[config.mk]
export PLATFORM = sky130hd
export DESIGN_NAME = l2_bus_arbiter_flat
export DESIGN_NICKNAME = d
export VERILOG_FILES = /design/src/rtl/l2_bus_arbiter_if.sv /design/src/rtl/l2_bus_arbiter.sv /design/src/flat_wrapper.sv
export SDC_FILE = /design/constraint.sdc
export NUM_CORES = 1
export LEC_CHECK = 0
export BUFFER_PORTS_ARGS = -buffer_cell sky130_fd_sc_hd__clkbuf_2
export CAP_MARGIN = 20
export CORE_AREA = 2 2 122 124
export CTS_CLUSTER_SIZE = 10
export DETAILED_ROUTE_END_ITERATION = 16
export DIE_AREA = 0 0 124 126
export GPL_TIMING_DRIVEN = 0
export PLACE_DENSITY_LB_ADDON = 0.2
export SLEW_MARGIN = 40
export SYNTH_ARGS = -nofsm -noshare
export SYNTH_HDL_FRONTEND = slang
export SYNTH_SLANG_ARGS = --single-unit
[constraint.sdc]
create_clock -name CLK -period 3.9 [get_ports CLK]
set_input_delay 0.585 -clock CLK [delete_from_list [all_inputs] [get_ports CLK]]
set_output_delay 0.585 -clock CLK [all_outputs]
set_load 0.005 [all_outputs]
[src/rtl/l2_bus_arbiter_if.sv]
// generic_bus_if: request/response bus shared by the L1 miss buses and the L2 processor port.
interface generic_bus_if #(
  parameter int ADDR_WIDTH = 32,
  parameter int DATA_WIDTH = 32
);
  logic [ADDR_WIDTH-1:0] addr;
  logic [DATA_WIDTH-1:0] wdata;
  logic [DATA_WIDTH-1:0] rdata;
  logic [DATA_WIDTH/8-1:0] byte_en;
  logic ren;
  logic wen;
  logic busy;
  modport generic_bus (input addr, wdata, byte_en, ren, wen, output rdata, busy);
  modport cpu (output addr, wdata, byte_en, ren, wen, input rdata, busy);
endinterface

[src/rtl/l2_bus_arbiter.sv]
// l2_bus_arbiter: shares the L2 processor port between I- and D-cache miss buses
// with round-robin grants locked per transaction, and sequences L2 flushes between them.
module l2_bus_arbiter #(
  parameter int ADDR_WIDTH = 32,
  parameter int DATA_WIDTH = 32,
  parameter logic RESET_LAST_GRANT = 1'b1
) (
  input logic CLK,
  input logic nRST,
  generic_bus_if.generic_bus icache_bus,
  generic_bus_if.generic_bus dcache_bus,
  generic_bus_if.cpu l2_bus,
  input logic flush_req,
  output logic flush_done,
  output logic l2_flush,
  input logic l2_flush_done
);
  typedef enum logic [2:0] {IDLE, GRANT_I, GRANT_D, FLUSH, FLUSH_ACK} state_t;
  state_t state, next_state;
  logic last_grant, ack_hold, req_i, req_d;
  assign req_i = icache_bus.ren | icache_bus.wen;
  assign req_d = dcache_bus.ren | dcache_bus.wen;
  always_ff @(posedge CLK or negedge nRST) begin
    if (!nRST) begin
      state <= IDLE;
      last_grant <= RESET_LAST_GRANT;
      ack_hold <= 1'b0;
    end else begin
      state <= next_state;
      ack_hold <= state == FLUSH_ACK;
      if ((state == GRANT_I || state == GRANT_D) && !l2_bus.busy) last_grant <= state == GRANT_D;
    end
  end
  // ack_hold masks a still-high flush_req for the IDLE cycle right after FLUSH_ACK
  always_comb begin
    next_state = state;
    l2_bus.addr = {ADDR_WIDTH{1'b0}};
    l2_bus.wdata = {DATA_WIDTH{1'b0}};
    l2_bus.byte_en = '0;
    l2_bus.ren = 1'b0;
    l2_bus.wen = 1'b0;
    icache_bus.busy = 1'b1;
    icache_bus.rdata = {DATA_WIDTH{1'b0}};
    dcache_bus.busy = 1'b1;
    dcache_bus.rdata = {DATA_WIDTH{1'b0}};
    l2_flush = 1'b0;
    flush_done = 1'b0;
    case (state)
      IDLE: begin
        if (flush_req && !ack_hold) next_state = FLUSH;
        else if (req_i && (!req_d || last_grant)) next_state = GRANT_I;
        else if (req_d) next_state = GRANT_D;
      end
      GRANT_I: begin
        l2_bus.addr = icache_bus.addr;
        l2_bus.wdata = icache_bus.wdata;
        l2_bus.byte_en = icache_bus.byte_en;
        l2_bus.ren = icache_bus.ren;
        l2_bus.wen = icache_bus.wen;
        icache_bus.rdata = l2_bus.rdata;
        icache_bus.busy = l2_bus.busy;
        next_state = l2_bus.busy ? GRANT_I : IDLE;
      end
      GRANT_D: begin
        l2_bus.addr = dcache_bus.addr;
        l2_bus.wdata = dcache_bus.wdata;
        l2_bus.byte_en = dcache_bus.byte_en;
        l2_bus.ren = dcache_bus.ren;
        l2_bus.wen = dcache_bus.wen;
        dcache_bus.rdata = l2_bus.rdata;
        dcache_bus.busy = l2_bus.busy;
        next_state = l2_bus.busy ? GRANT_D : IDLE;
      end
      FLUSH: begin
        l2_flush = 1'b1;
        next_state = l2_flush_done ? FLUSH_ACK : FLUSH;
      end
      FLUSH_ACK: begin
        flush_done = 1'b1;
        next_state = IDLE;
      end
      default: next_state = IDLE;
    endcase
  end
endmodule
[src/flat_wrapper.sv]
// flat-port wrapper written by rule: the top's interface ports become plain ports
module l2_bus_arbiter_flat 
#(
  parameter int ADDR_WIDTH = 32,
  parameter int DATA_WIDTH = 32,
  parameter logic RESET_LAST_GRANT = 1'b1
)
  (CLK, nRST, flush_req, flush_done, l2_flush, l2_flush_done, icache_bus_addr, icache_bus_wdata, icache_bus_byte_en, icache_bus_ren, icache_bus_wen, icache_bus_rdata, icache_bus_busy, dcache_bus_addr, dcache_bus_wdata, dcache_bus_byte_en, dcache_bus_ren, dcache_bus_wen, dcache_bus_rdata, dcache_bus_busy, l2_bus_addr, l2_bus_wdata, l2_bus_byte_en, l2_bus_ren, l2_bus_wen, l2_bus_rdata, l2_bus_busy);
  generic_bus_if #(.ADDR_WIDTH(ADDR_WIDTH), .DATA_WIDTH(DATA_WIDTH)) icache_bus_i ();
  generic_bus_if #(.ADDR_WIDTH(ADDR_WIDTH), .DATA_WIDTH(DATA_WIDTH)) dcache_bus_i ();
  generic_bus_if #(.ADDR_WIDTH(ADDR_WIDTH), .DATA_WIDTH(DATA_WIDTH)) l2_bus_i ();
  input logic CLK;
  input logic nRST;
  input logic flush_req;
  output logic flush_done;
  output logic l2_flush;
  input logic l2_flush_done;
  input wire logic [$bits(icache_bus_i.addr)-1:0] icache_bus_addr;
  input wire logic [$bits(icache_bus_i.wdata)-1:0] icache_bus_wdata;
  input wire logic [$bits(icache_bus_i.byte_en)-1:0] icache_bus_byte_en;
  input wire logic [$bits(icache_bus_i.ren)-1:0] icache_bus_ren;
  input wire logic [$bits(icache_bus_i.wen)-1:0] icache_bus_wen;
  output wire logic [$bits(icache_bus_i.rdata)-1:0] icache_bus_rdata;
  output wire logic [$bits(icache_bus_i.busy)-1:0] icache_bus_busy;
  input wire logic [$bits(dcache_bus_i.addr)-1:0] dcache_bus_addr;
  input wire logic [$bits(dcache_bus_i.wdata)-1:0] dcache_bus_wdata;
  input wire logic [$bits(dcache_bus_i.byte_en)-1:0] dcache_bus_byte_en;
  input wire logic [$bits(dcache_bus_i.ren)-1:0] dcache_bus_ren;
  input wire logic [$bits(dcache_bus_i.wen)-1:0] dcache_bus_wen;
  output wire logic [$bits(dcache_bus_i.rdata)-1:0] dcache_bus_rdata;
  output wire logic [$bits(dcache_bus_i.busy)-1:0] dcache_bus_busy;
  output wire logic [$bits(l2_bus_i.addr)-1:0] l2_bus_addr;
  output wire logic [$bits(l2_bus_i.wdata)-1:0] l2_bus_wdata;
  output wire logic [$bits(l2_bus_i.byte_en)-1:0] l2_bus_byte_en;
  output wire logic [$bits(l2_bus_i.ren)-1:0] l2_bus_ren;
  output wire logic [$bits(l2_bus_i.wen)-1:0] l2_bus_wen;
  input wire logic [$bits(l2_bus_i.rdata)-1:0] l2_bus_rdata;
  input wire logic [$bits(l2_bus_i.busy)-1:0] l2_bus_busy;
  assign icache_bus_i.addr = icache_bus_addr;
  assign icache_bus_i.wdata = icache_bus_wdata;
  assign icache_bus_i.byte_en = icache_bus_byte_en;
  assign icache_bus_i.ren = icache_bus_ren;
  assign icache_bus_i.wen = icache_bus_wen;
  assign icache_bus_rdata = icache_bus_i.rdata;
  assign icache_bus_busy = icache_bus_i.busy;
  assign dcache_bus_i.addr = dcache_bus_addr;
  assign dcache_bus_i.wdata = dcache_bus_wdata;
  assign dcache_bus_i.byte_en = dcache_bus_byte_en;
  assign dcache_bus_i.ren = dcache_bus_ren;
  assign dcache_bus_i.wen = dcache_bus_wen;
  assign dcache_bus_rdata = dcache_bus_i.rdata;
  assign dcache_bus_busy = dcache_bus_i.busy;
  assign l2_bus_addr = l2_bus_i.addr;
  assign l2_bus_wdata = l2_bus_i.wdata;
  assign l2_bus_byte_en = l2_bus_i.byte_en;
  assign l2_bus_ren = l2_bus_i.ren;
  assign l2_bus_wen = l2_bus_i.wen;
  assign l2_bus_i.rdata = l2_bus_rdata;
  assign l2_bus_i.busy = l2_bus_busy;
  l2_bus_arbiter #(.ADDR_WIDTH(ADDR_WIDTH), .DATA_WIDTH(DATA_WIDTH), .RESET_LAST_GRANT(RESET_LAST_GRANT)) u_core (.CLK(CLK), .nRST(nRST), .icache_bus(icache_bus_i), .dcache_bus(dcache_bus_i), .l2_bus(l2_bus_i), .flush_req(flush_req), .flush_done(flush_done), .l2_flush(l2_flush), .l2_flush_done(l2_flush_done));
endmodule
==> key figures <==
Timing
  • Fmax: 0.370 GHz
  • Max_slew headroom: 0.591
  • Setup-failing EPs final: 0
  • Final Max Tran Viols: 0
  • Tmin final: 2700 ps
  • Worst Tran Pin Value: 611 ps
  • Clock skew after layout: 0.676 ps
  • Final Hold Viols: 0
  • TNS Setup: 0 ps
  • RSZ-0062 raised after global routing: false
  • Final period util: 0.693

Clocking
  • CTS Buf Count: 3
  • Maximum buffer depth of the clock tree: 2
  • Root Buffer Master: clkbuf_16
  • Worst skew pair latency: 220 ps
  • CTS H-tree lvls: 1
  • CTS resizes: 0
  • Sink Count: 5
  • Reg clk slew, reported paths: 30 ps
  • CTS Hold Bufs: 0
  • Setup Buffers After CTS: 0
  • CTS tree: yes

Layout
  • Most frequent cells in the layout: clkbuf_2 (317), a22o_1 (70), and3_1 (33), and2_1 (33), buf_2 (9)
  • Share of layout cells above drive strength 1: 0.667
  • Post-Layout Cell Count: 693
  • Most common cell after layout, fill and taps aside: clkbuf_2
  • Nets: 686
  • Syn-to-layout area delta: 132%

Logic synthesis
  • Top-area cell type share of the netlist area: 0.431
  • Synth Area per Inst: 7.48 sq um
  • Synth Instances: 190
  • Top cell type by total area after synthesis: a22o_1
  • Sequential area share after synthesis: 0.0889
  • Xor/xnor share of the synthesized area: 0
  • YS warnings: 0
  • Number of synthesized register bits: 5
  • Compound-Gate Fraction of Synth Area: 0.468
  • Unique masters post-synth: 23
  • Mux share of post-synthesis cell area: 0
  • Largest family of logic cells by synthesized area: compound AO/OA/AOI/OAI gates
  • Mapped Nets: 367
  • Synthesized area: 1420 sq um
  • Synth area leaders: a22o_1 (43%), and2_1 (15%), and3_1 (15%), dfrtp_1 (7.0%), buf_2 (3.2%)
  • Synth Area in Adders: 0
  • Simple logic cell fraction of the synthesized area: 0.350

Critical path
  • Crit path kind: register to output pin
  • Required time of the critical path: 3310 ps
  • CP Launch Type: register
  • Reg2reg path depth: 4
  • Crit path cell chain: nand2b_1 -> nor2_1 -> buf_2 -> a22o_1 -> clkbuf_2
  • Max FO, Critical Path: 10
  • Worst setup EP type: output pin
  • CP max-delay cell: nor2_1
  • Data arrival time of the critical path: 2120 ps
  • Reg2reg setup slack: 2600 ps
  • Reg2Reg Capture Point: u_core.state[1]
  • Max incr delay on CP: 510 ps
  • RR Startpoint: u_core.state[2]

Placement
  • RePlAce Congestion: 0.823
  • DPL Wire Length: 9680 microns
  • Port buffer count: 314
  • Inst Count DP: 688

Route
  • Post-Route WL: 11100 microns
  • Remaining DRCs: 0
  • Avg WL per Cell: 16.0 microns
  • Antenna viol nets, final: 0
  • Via-to-Cell Ratio: 4.14
  • Initial drt markers: 100
  • Via count: 2866
  • DR pass1 iterations: 4

Floorplanning
  • Site Rows: 44
  • I/O Pins: 315
  • Full die area: 15600 sq um
  • Die Ht: 126 microns
  • Die X: 124 microns
  • Initial cell density of the core: 0.0993
  • CORE AREA: 14300 sq um

Global routing
  • Initial antenna violation count: 0
  • Pin count of the biggest net entering global routing: 11
  • GRT Util Overall: 0.124
  • Met3 Usage GRT: 0.0299
  • Most Crowded Layer GR: met2
  • Met2 Usage GRT: 0.221
  • Vias in the first global route: 2806
  • Met1 usage: 0.153
  • Gr ovfl total: 0
  • Global-route wire length before repair: 15000 microns

Power
  • Static Leak: 2.13 nW
  • Power per Cell Area: 628 nW/um^2
  • VDD IR max: 0.158 mV

Hold path
  • Hold Crit Class: input port to asynchronous set/reset pin

Flow run
  • MaxCap Viol Count: 0

Outcome
  • Status: finished, final reports clean
==> sequential cells by signal (all words and copies together), names as in the netlist <==
signal	cells
u_core.ack_hold	1
u_core.state	3
u_core.last_grant	1
==> layer usage <==
metal | share of wire | vias up
li1 | - | 1375
met1 | 0.40 | 1314
met2 | 0.48 | 169
met3 | 0.10 | 8
met4 | 0.012 | 0
met5 | 0 | -
==> synthesized netlist by cell type, drive strengths merged <==
master   n
o22ai    1
and2    33
nor3     1
a31oi    1
a211oi   1
dfrtp    4
clkbuf   9
or3      1
nand2b   5
inv      1
nand3    1
a21bo    1
o21bai   1
a22o    70
a21oi    1
and3    33
buf     15
o21ai    2
nor2     7
dfstp    1
nor2b    1
==> worst max-delay path, delay by kind of cell, from the launching register on <==
kind	cells	cell delay, ps
flip-flops	1	420
buffers and inverters	2	540
AO/OA/AOI/OAI	1	180
AND/OR/NAND/NOR	2	760
==> worst max path at each step <==
stage                             endpoint       startpoint  cells after the start  slack [ps]
final                     l2_bus_wdata[25]  u_core.state[2]                      5        1200
after global routing      l2_bus_wdata[25]  u_core.state[2]                      5         920
after CTS                 l2_bus_wdata[25]  u_core.state[2]                      5        1020
after detailed placement  l2_bus_wdata[25]  u_core.state[2]                      5        1260
after global placement    l2_bus_wdata[25]  u_core.state[2]                      5        1240
after floorplan             l2_bus_addr[0]  u_core.state[2]                      4        2120
==> where the power goes <==
part,switching [W],leakage (nW),internal [W]
logic,0.000948,2.03,0.000866
clock network,0.0000311,0.0382,0.000135
registers,0.0000208,0.0624,0.0000750
==> logic make-up (layout without fill, tap and decap cells) <==
logic type,count (synthesis),after routing
flops,5,5
buf+inv,25,343
other cells,0,1
simple gates,82,82
compound gates,78,78
==> final cells by class <==
type / count / area [sq um]
sequential: 5 / 126
fill: 1650 / 11000
timing repair buffer: 314 / 1570
buffer: 24 / 128
antenna: 1 / 2.50
inverter: 1 / 3.75
multi-input combinational: 160 / 1160
clock buffer: 4 / 78.8
tap: 184 / 230
==> per-stage QoR <==
step | hold WS [ps] | worst slack, ps | total power (W) | utilization | cell area, sq um
after floorplan | 289 | 2120 | 0.00103 | - | 1420
after global placement | 403 | 1240 | 0.00194 | 0.225 | 3220
after detailed placement | 404 | 1260 | 0.00194 | 0.225 | 3220
after CTS | 165 | 1020 | 0.00213 | 0.231 | 3300
after global routing | 171 | 922 | 0.00228 | 0.231 | 3300
final | 165 | 1200 | 0.00208 | 0.231 | 3300
Note: power is estimated with default switching activity, not from simulation.
